[src/rtl/fp_addsub_issue.sv]
// ============================================================================
// Module   : fp_addsub_issue
// Brief    : Operand FIFO, hold/settle sequencer and result capture for the
//            FP add/sub unit. Optional macro ISSUE_EXC_COUNT_EN adds a
//            saturating count of delivered exception results (o_exc_count).
// Revision : 1.0 - initial release
// ============================================================================
`default_nettype none

module fp_addsub_issue #(
    parameter int WIDTH   = 32,
    parameter int DEPTH   = 4,
    parameter int LATENCY = 4
) (
    input  logic                     i_clk,
    input  logic                     i_rst,
    input  logic                     i_valid,
    output logic                     o_ready,
    input  logic [WIDTH-1:0]         i_operand_a,
    input  logic [WIDTH-1:0]         i_operand_b,
    input  logic                     i_add_sub,
    output logic [WIDTH-1:0]         o_operand_a,
    output logic [WIDTH-1:0]         o_operand_b,
    output logic                     o_add_sub_signal,
    input  logic [WIDTH-1:0]         i_result,
    input  logic                     i_exception,
    output logic                     o_valid,
    input  logic                     i_ready,
    output logic [WIDTH-1:0]         o_result,
    output logic                     o_exception,
`ifdef ISSUE_EXC_COUNT_EN
    output logic [15:0]              o_exc_count,
`endif
    output logic [$clog2(DEPTH):0]   o_count
);

    localparam int PW = $clog2(DEPTH);
    localparam int CW = PW + 1;
    localparam int EW = 2 * WIDTH + 1;
    localparam int LW = (LATENCY > 1) ? $clog2(LATENCY) : 1;
    localparam logic [CW-1:0] C_FULL   = CW'(DEPTH);
    localparam logic [LW-1:0] C_LAT_M1 = LW'(LATENCY - 1);

    typedef enum logic [1:0] {
        IDLE  = 2'd0,
        ISSUE = 2'd1,
        DONE  = 2'd2
    } state_t;

    state_t          state;
    state_t          state_nxt;
    logic [EW-1:0]   mem [DEPTH];
    logic [PW-1:0]   wr_ptr;
    logic [PW-1:0]   rd_ptr;
    logic [EW-1:0]   head;
    logic [LW-1:0]   settle_cnt;
    logic            push;
    logic            pop;
    logic            capture;
    logic            release_out;

    assign o_ready = (o_count != C_FULL);
    assign push    = i_valid && o_ready;
    assign head    = mem[rd_ptr];

    // FIFO storage needs no reset: occupancy and pointers define validity.
    always_ff @(posedge i_clk) begin
        if (push) begin
            mem[wr_ptr] <= {i_operand_a, i_operand_b, i_add_sub};
        end
    end

    always_ff @(posedge i_clk or negedge i_rst) begin
        if (!i_rst) begin
            wr_ptr  <= '0;
            rd_ptr  <= '0;
            o_count <= '0;
        end else begin
            if (push) begin
                wr_ptr <= wr_ptr + PW'(1);
            end
            if (pop) begin
                rd_ptr <= rd_ptr + PW'(1);
            end
            case ({push, pop})
                2'b10:   o_count <= o_count + CW'(1);
                2'b01:   o_count <= o_count - CW'(1);
                default: o_count <= o_count;
            endcase
        end
    end

    always_ff @(posedge i_clk or negedge i_rst) begin
        if (!i_rst) begin
            state <= IDLE;
        end else begin
            state <= state_nxt;
        end
    end

    always_comb begin
        state_nxt   = state;
        pop         = 1'b0;
        capture     = 1'b0;
        release_out = 1'b0;
        case (state)
            IDLE: begin
                if (o_count != '0) begin
                    pop       = 1'b1;
                    state_nxt = ISSUE;
                end
            end
            ISSUE: begin
                if (settle_cnt == '0) begin
                    capture   = 1'b1;
                    state_nxt = DONE;
                end
            end
            DONE: begin
                if (i_ready) begin
                    release_out = 1'b1;
                    // Back-to-back issue straight out of the handshake edge.
                    if (o_count != '0) begin
                        pop       = 1'b1;
                        state_nxt = ISSUE;
                    end else begin
                        state_nxt = IDLE;
                    end
                end
            end
            default: state_nxt = IDLE;
        endcase
    end

    always_ff @(posedge i_clk or negedge i_rst) begin
        if (!i_rst) begin
            o_operand_a      <= '0;
            o_operand_b      <= '0;
            o_add_sub_signal <= 1'b0;
            settle_cnt       <= '0;
            o_result         <= '0;
            o_exception      <= 1'b0;
            o_valid          <= 1'b0;
        end else begin
            if (pop) begin
                {o_operand_a, o_operand_b, o_add_sub_signal} <= head;
                settle_cnt <= C_LAT_M1;
            end else if ((state == ISSUE) && (settle_cnt != '0)) begin
                settle_cnt <= settle_cnt - LW'(1);
            end
            if (capture) begin
                o_result    <= i_result;
                o_exception <= i_exception;
                o_valid     <= 1'b1;
            end else if (release_out) begin
                o_valid <= 1'b0;
            end
        end
    end

`ifdef ISSUE_EXC_COUNT_EN
    always_ff @(posedge i_clk or negedge i_rst) begin
        if (!i_rst) begin
            o_exc_count <= '0;
        end else if (o_valid && i_ready && o_exception && (o_exc_count != 16'hFFFF)) begin
            o_exc_count <= o_exc_count + 16'd1;
        end
    end
`else
`endif

endmodule

`default_nettype wire

[config.mk]
export PLATFORM = sky130hd
export DESIGN_NAME = fp_addsub_issue
export DESIGN_NICKNAME = d
export VERILOG_FILES = /design/src/rtl/fp_addsub_issue.sv
export SDC_FILE = /design/constraint.sdc
export NUM_CORES = 1
export LEC_CHECK = 0
export CAP_MARGIN = 20
export CORE_MARGIN = 10
export CORE_UTILIZATION = 49
export CTS_CLUSTER_SIZE = 25
export DETAILED_ROUTE_END_ITERATION = 10
export GPL_TIMING_DRIVEN = 0
export PLACE_DENSITY = 0.76
export SYNTH_ARGS = -nofsm -noshare
export SYNTH_HDL_FRONTEND = slang
export SYNTH_SLANG_ARGS = --single-unit
[constraint.sdc]
create_clock -name i_clk -period 3.3 [get_ports i_clk]
set_input_delay 0.825 -clock i_clk [delete_from_list [all_inputs] [get_ports i_clk]]
set_output_delay 0.825 -clock i_clk [all_outputs]
set_load 0.005 [all_outputs]
==> results.json <==
{
  "synth-edff-count": 260,
  "max_freq_mhz": 348.1,
  "rsz0062_at_grt": "no",
  "synth_fp_nets": 716,
  "maxCapViolCount": 0,
  "synth-simple-area-share": 0.009002,
  "grt_pass1_wl_microns": 43930,
  "tritoncts": "built",
  "synth-main-ff-cell": "edfxtp_1",
  "fin_cells": 1264,
  "peakVddDrop_v": 0.0004900,
  "synth_top_family_by_area": "multiplexers",
  "vias_per_cell": 5.228,
  "p_seq_frac": 0.418,
  "setup_ws_ns": 0.4277,
  "avgSynthCellArea_sq_um": 22.67,
  "dpl.hpwl_microns": 17720,
  "post_cts_buffers": 0,
  "synth-compound-area-share": 0.001728,
  "dp_slack_ns": -0.4498,
  "dp.cells": 1194,
  "grt_pass1_vias": 7367,
  "rows": 61,
  "gp_congestion": 0.7129,
  "grt.overflow.total": 0,
  "synth.cell_area_sq_mm": 0.01376,
  "ant_nets": 0,
  "fin_crit_ns": 2.872,
  "fin_util": 0.6357,
  "synth_adder_area_share": 0.006910,
  "num_vias": 6608,
  "grt_usage": 0.1592,
  "p_sw_frac": 0.2655,
  "fin_nets": 966,
  "power.density_mw_per_mm2": 946.2,
  "yosysSeqAreaShare": 0.7674,
  "area_growth_pct": 28.33,
  "htree_levels": 2,
  "finalSetupViolCount": 0,
  "synthMuxAreaShare": 0.1950,
  "design_area_sq_mm": 0.01766,
  "synthArstFlopShare": 0.2973,
  "layout-drive-gt1-share": 0.2814,
  "hold_viol": 0,
  "p_clk_frac": 0.247,
  "crit_path_max_fanout": 10,
  "path_class": "in -> reg",
  "crit_path_end_kind": "flop",
  "synthDistinctLibCells": 30,
  "worst_pin_slew_ns": 0.6756,
  "combPwrFrac": 0.335,
  "post-route-period-util": 0.8704,
  "port_buffers": 204,
  "drt_iter0_drc": 316,
  "core_sq_mm": 0.02778,
  "drt_first_pass_iters": 5,
  "synthCells": 607,
  "cts_inserted_buffers": 39,
  "yosys_warnings": 0,
  "pin_count": 205,
  "clock_latency_ns": 0.51,
  "drv_slew": 0,
  "die_y_microns": 187.6,
  "dieArea_sq_mm": 0.03519,
  "p_total_mw": 16.71,
  "cts_hold_buf": 0,
  "grt_max_degree": 89,
  "status": "complete, no violations",
  "p_int_mw": 12.27,
  "detail_route.wirelength_microns": 27810,
  "p_leak_nw": 6.327,
  "cp-start-kind": "primary input",
  "wl_per_cell_microns": 22.00,
  "cts.clk_slew.worst_paths_ns": 0.06,
  "fp.dieW_microns": 187.6,
  "root_buffer": "clkbuf_16",
  "antenna_found_initial": 2,
  "cp.arrival_ns": 3.30,
  "initial_core_util": 0.4953,
  "numClockSinks": 370,
  "hp-class": "in -> async",
  "max-clock-path-buffers": 3,
  "yosys.area_share.xor_xnor": 0.004455,
  "drc": 0,
  "clock_skew_ns": 0.01202,
  "slew_headroom": 0.5496,
  "placed_cell_area_sq_mm": 0.01643,
  "p_sw_mw": 4.436,
  "ys_ff_latch": 370,
  "cp.required_ns": 3.73
}
[synth_stat cells, drive strengths merged, types with 2 or more instances]
| master | n | area (sq um) |
|---|---|---|
| and3 | 4 | 25.02 |
| buf | 23 | 171.4 |
| clkbuf | 2 | 7.510 |
| dfrtp | 110 | 2753 |
| edfxtp | 260 | 7807 |
| ha | 6 | 75.07 |
| inv | 9 | 33.78 |
| mux2 | 99 | 1220 |
| mux4 | 65 | 1464 |
| nand2 | 3 | 11.26 |
| nand2b | 2 | 12.51 |
| nor2 | 4 | 15.01 |
| nor2b | 2 | 12.51 |
| nor3 | 2 | 15.01 |
| o21ai | 2 | 10.01 |
| or3b | 2 | 17.52 |
| xnor2 | 3 | 26.28 |
| xor2 | 4 | 35.03 |
[sequential cells by signal (all words and copies together) (netlist names)]
register          flops
wr_ptr                2
o_add_sub_signal      1
o_count               3
state                 2
o_operand_a          32
o_valid               1
mem                 260
o_exception           1
settle_cnt            2
rd_ptr                2
o_operand_b          32
o_result             32
[cell families (layout without fill, tap and decap cells)]
| kind of cell | count (synthesis) | count (layout) |
|---|---|---|
| DFF | 370 | 370 |
| muxes | 164 | 164 |
| buffers and inverters | 34 | 312 |
| and+or+nand+nor | 21 | 21 |
| adders and majority gates | 7 | 7 |
| xor gates and xnor gates | 7 | 7 |
| AOI/OAI and AO/OA | 4 | 4 |
| other | 0 | 1 |
[repair_timing]
| action | CTS | global route |
|---|---|---|
| hold endpoints to repair | 0 | 0 |
| resized for setup | 0 | 1 |
| setup endpoints to repair | 0 | 1 |
[final timing paths]
| kind | start | end | slack (ns) | cells past startpoint |
|---|---|---|---|---|
| setup reg to reg | o_count[0] | o_count[2] | 0.73 | 9 |
| hold / removal | i_rst | o_operand_a[12] | 0.16 | 1 |
| min in group i_clk | settle_cnt[1] | settle_cnt[1] | 0.50 | 1 |
| setup / recovery | i_ready | o_count[2] | 0.43 | 10 |
| max in group asynchronous | i_rst | o_operand_a[29] | 2.36 | 2 |
| hold reg to reg | settle_cnt[1] | settle_cnt[1] | 0.50 | 1 |
[per-stage QoR]
step / setup TNS [ns] / hold slack (ns)
2_1_floorplan: 0 / 0.4588
4_1_cts: 0 / 0.1643
3_5_place_dp: -0.6967 / 0.4845
5_1_grt: 0 / 0.1595
6_report: 0 / 0.1638
3_3_place_gp: -742.00 / 0.4697
[critical path, cell delays in order]
cell and delay (ns):
clkdlybuf4s50_1 0.48, nor2b_1 0.09, nor3_4 0.44, buf_2 0.38, ha_1 0.24, inv_1 0.06, fa_1 0.37, xor2_1 0.15
nor2_1 0.12, xor2_1 0.15
[metal layers]
layer | track usage | routed length [microns]
met5 | 0 | 0
met4 | 0.03754 | 449
met3 | 0.04545 | 1706
met2 | 0.2678 | 13970
met1 | 0.2004 | 11690
[final cells by class]
type | count | area [sq um]
multi-input cells | 203 | 3014
plain buffers | 25 | 178.9
diodes | 1 | 2.502
fillers | 1989 | 10120
clock buffers | 56 | 1132
clock inverters | 13 | 83.83
repair buffers | 209 | 2181
well taps | 378 | 473.0
inverters | 9 | 33.78
flip-flops and latches | 370 | 10560
[power groups by stage]
stage	Clock (mW)	Sequential, mW	Combinational [mW]
6_report	4.13	6.98	5.60
5_1_grt	4.44	7.13	6.07
4_1_cts	4.23	7.00	5.76
3_5_place_dp	0	7.07	5.74
3_3_place_gp	0	7.11	5.51
2_1_floorplan	0	7.02	3.22
[placed cells by master, fill, tap and decap left out, drive strengths merged, types with 4 or more instances in the layout]
cell type	instances
nor2	4
buf	29
clkinv	12
mux2	99
dfrtp	110
edfxtp	260
clkdlybuf4s50	203
and3	4
inv	9
xor2	4
mux4	65
clkbuf	58
ha	6
Note: power is estimated with default switching activity, not from simulation.
==> edit: new RTL, config.mk and constraints unchanged <==
The option `ISSUE_EXC_COUNT_EN` is turned on by a define.
--- a/src/rtl/fp_addsub_issue.sv
+++ b/src/rtl/fp_addsub_issue.sv
@@ -6,6 +6,8 @@
 // Revision : 1.0 - initial release
 // ============================================================================
 `default_nettype none
+
+`define ISSUE_EXC_COUNT_EN
 
 module fp_addsub_issue #(
     parameter int WIDTH   = 32,
Behaviour (old outputs only; new: o_exc_count): unchanged (Yosys induction, for registers that start in step).
==> edit against the unedited design <==
Critical path type unchanged; first-iteration DRC count rose by 0.95%; hold slack improved by 91 ps; largest power group unchanged; sequential cell count rose by 16; total power rose by 4.3%; synthesized area rose by 5.5%; routed wire length rose by 9.1%; setup slack got worse by 180 ps; final area rose by 5.7%.
==> edit: results (changes against the unedited design) <==
metric,value,unit,change
status,finished clean,,
drive_above_1_share,26.34,%,-1.8 points
syn_nets,785,,+9.6%
netlist_instances,675,,+11%
inv_count,8,,-1
worstMarginPinSlew,724.6,ps,+49.06 ps
p_total,17420,uW,+4.3%
fin_util,64.48,%,+0.92 points
first_iter_violations,319,,+0.95%
place_area,0.01736,mm2,+5.6%
drtPass1Iterations,4,,-1
n_all_buffers,251,,+7.3%
arrival,3480,ps,+180 ps
routed_wl,30.35,mm,+9.1%
dp_hpwl,20.06,mm,+13%
synthMuxAreaShare,18.71,%,-0.80 points
ir_drop,0.5954,mV,+21%
fillerInstances,1959,,-1.5%
portBuffers,220,,+7.8%
grt_util_all_layers,16.37,%,+0.46 points
multi_input_area_share,18.04,%,+0.97 points
period_share,92.41,%,+5.4 points
wl_per_cell,22.36,um,+1.6%
num-nets-final,1052,,+8.9%
pwr-share-clk,25.0,%,+0.3 points
synth-compound-area-share,0.1551,%,-0.018 points
synthAdderAreaFrac,0.7410,%,+0.050 points
row_count,62,,+1.6%
internal-power,12720,uW,+3.6%
dp_cells,1284,,+7.5%
multi_input_gates,255,,+26%
grt_max_degree,84,,-5.6%
gp_congestion,0.7884,,+11%
seq_area_frac_synth,75.48,%,-1.3 points
worst_clock_skew,22.02,ps,+10.01 ps
buffer_area_share,13.57,%,+0.21 points
synth.distinct_cells,34,,+13%
seq_area,0.01096,mm2,+3.8%
n_clock_buffer,49,,-13%
synth_common_cells,"edfxtp_1, dfrtp_1, mux2_2",,
pre_cts_ws,-569.3,ps,-119.5 ps
ys_async_sr_fraction,32.64,%,+2.9 points
vias,7212,,+9.1%
grt_pass1_vias,8033,,+9.0%
cts_buffers,40,,+2.6%
synth.area.top_cells,"edfxtp_1, dfrtp_1, mux4_2",,
-- edit: cell types whose count changed in the layout (fill, tap and decap cells not counted), sizes merged, moves of 5 or more --
cell,delta
nand3,+6
nor3,+9
xor2,+13
nor2,+5
clkbuf,-7
dfrtp,+16
nand2,+5
nand4,+5
clkdlybuf4s50,+16
-- edit: layer usage --
| metal | up-vias | share of wire, % | GRT usage (%) | wire length (um) |
|---|---|---|---|---|
| met5 | - | 0 | 0 | 0 |
| met4 | 0 | 1.8 | 3.727 | 533 |
| met3 | 42 | 10 | 5.803 | 3080 |
| met2 | 257 | 47 | 26.73 | 14400 |
| met1 | 3709 | 41 | 20.66 | 12340 |
| li1 | 3204 | - | - | - |
-- edit: critical path: stages --
cell and delay (ps):
clkdlybuf4s50_1 520, nor2b_1 100, nor3_4 500, buf_2 420, ha_1 240, inv_1 60, fa_1 370, xor2_1 150
nor2_1 130, xor2_1 160
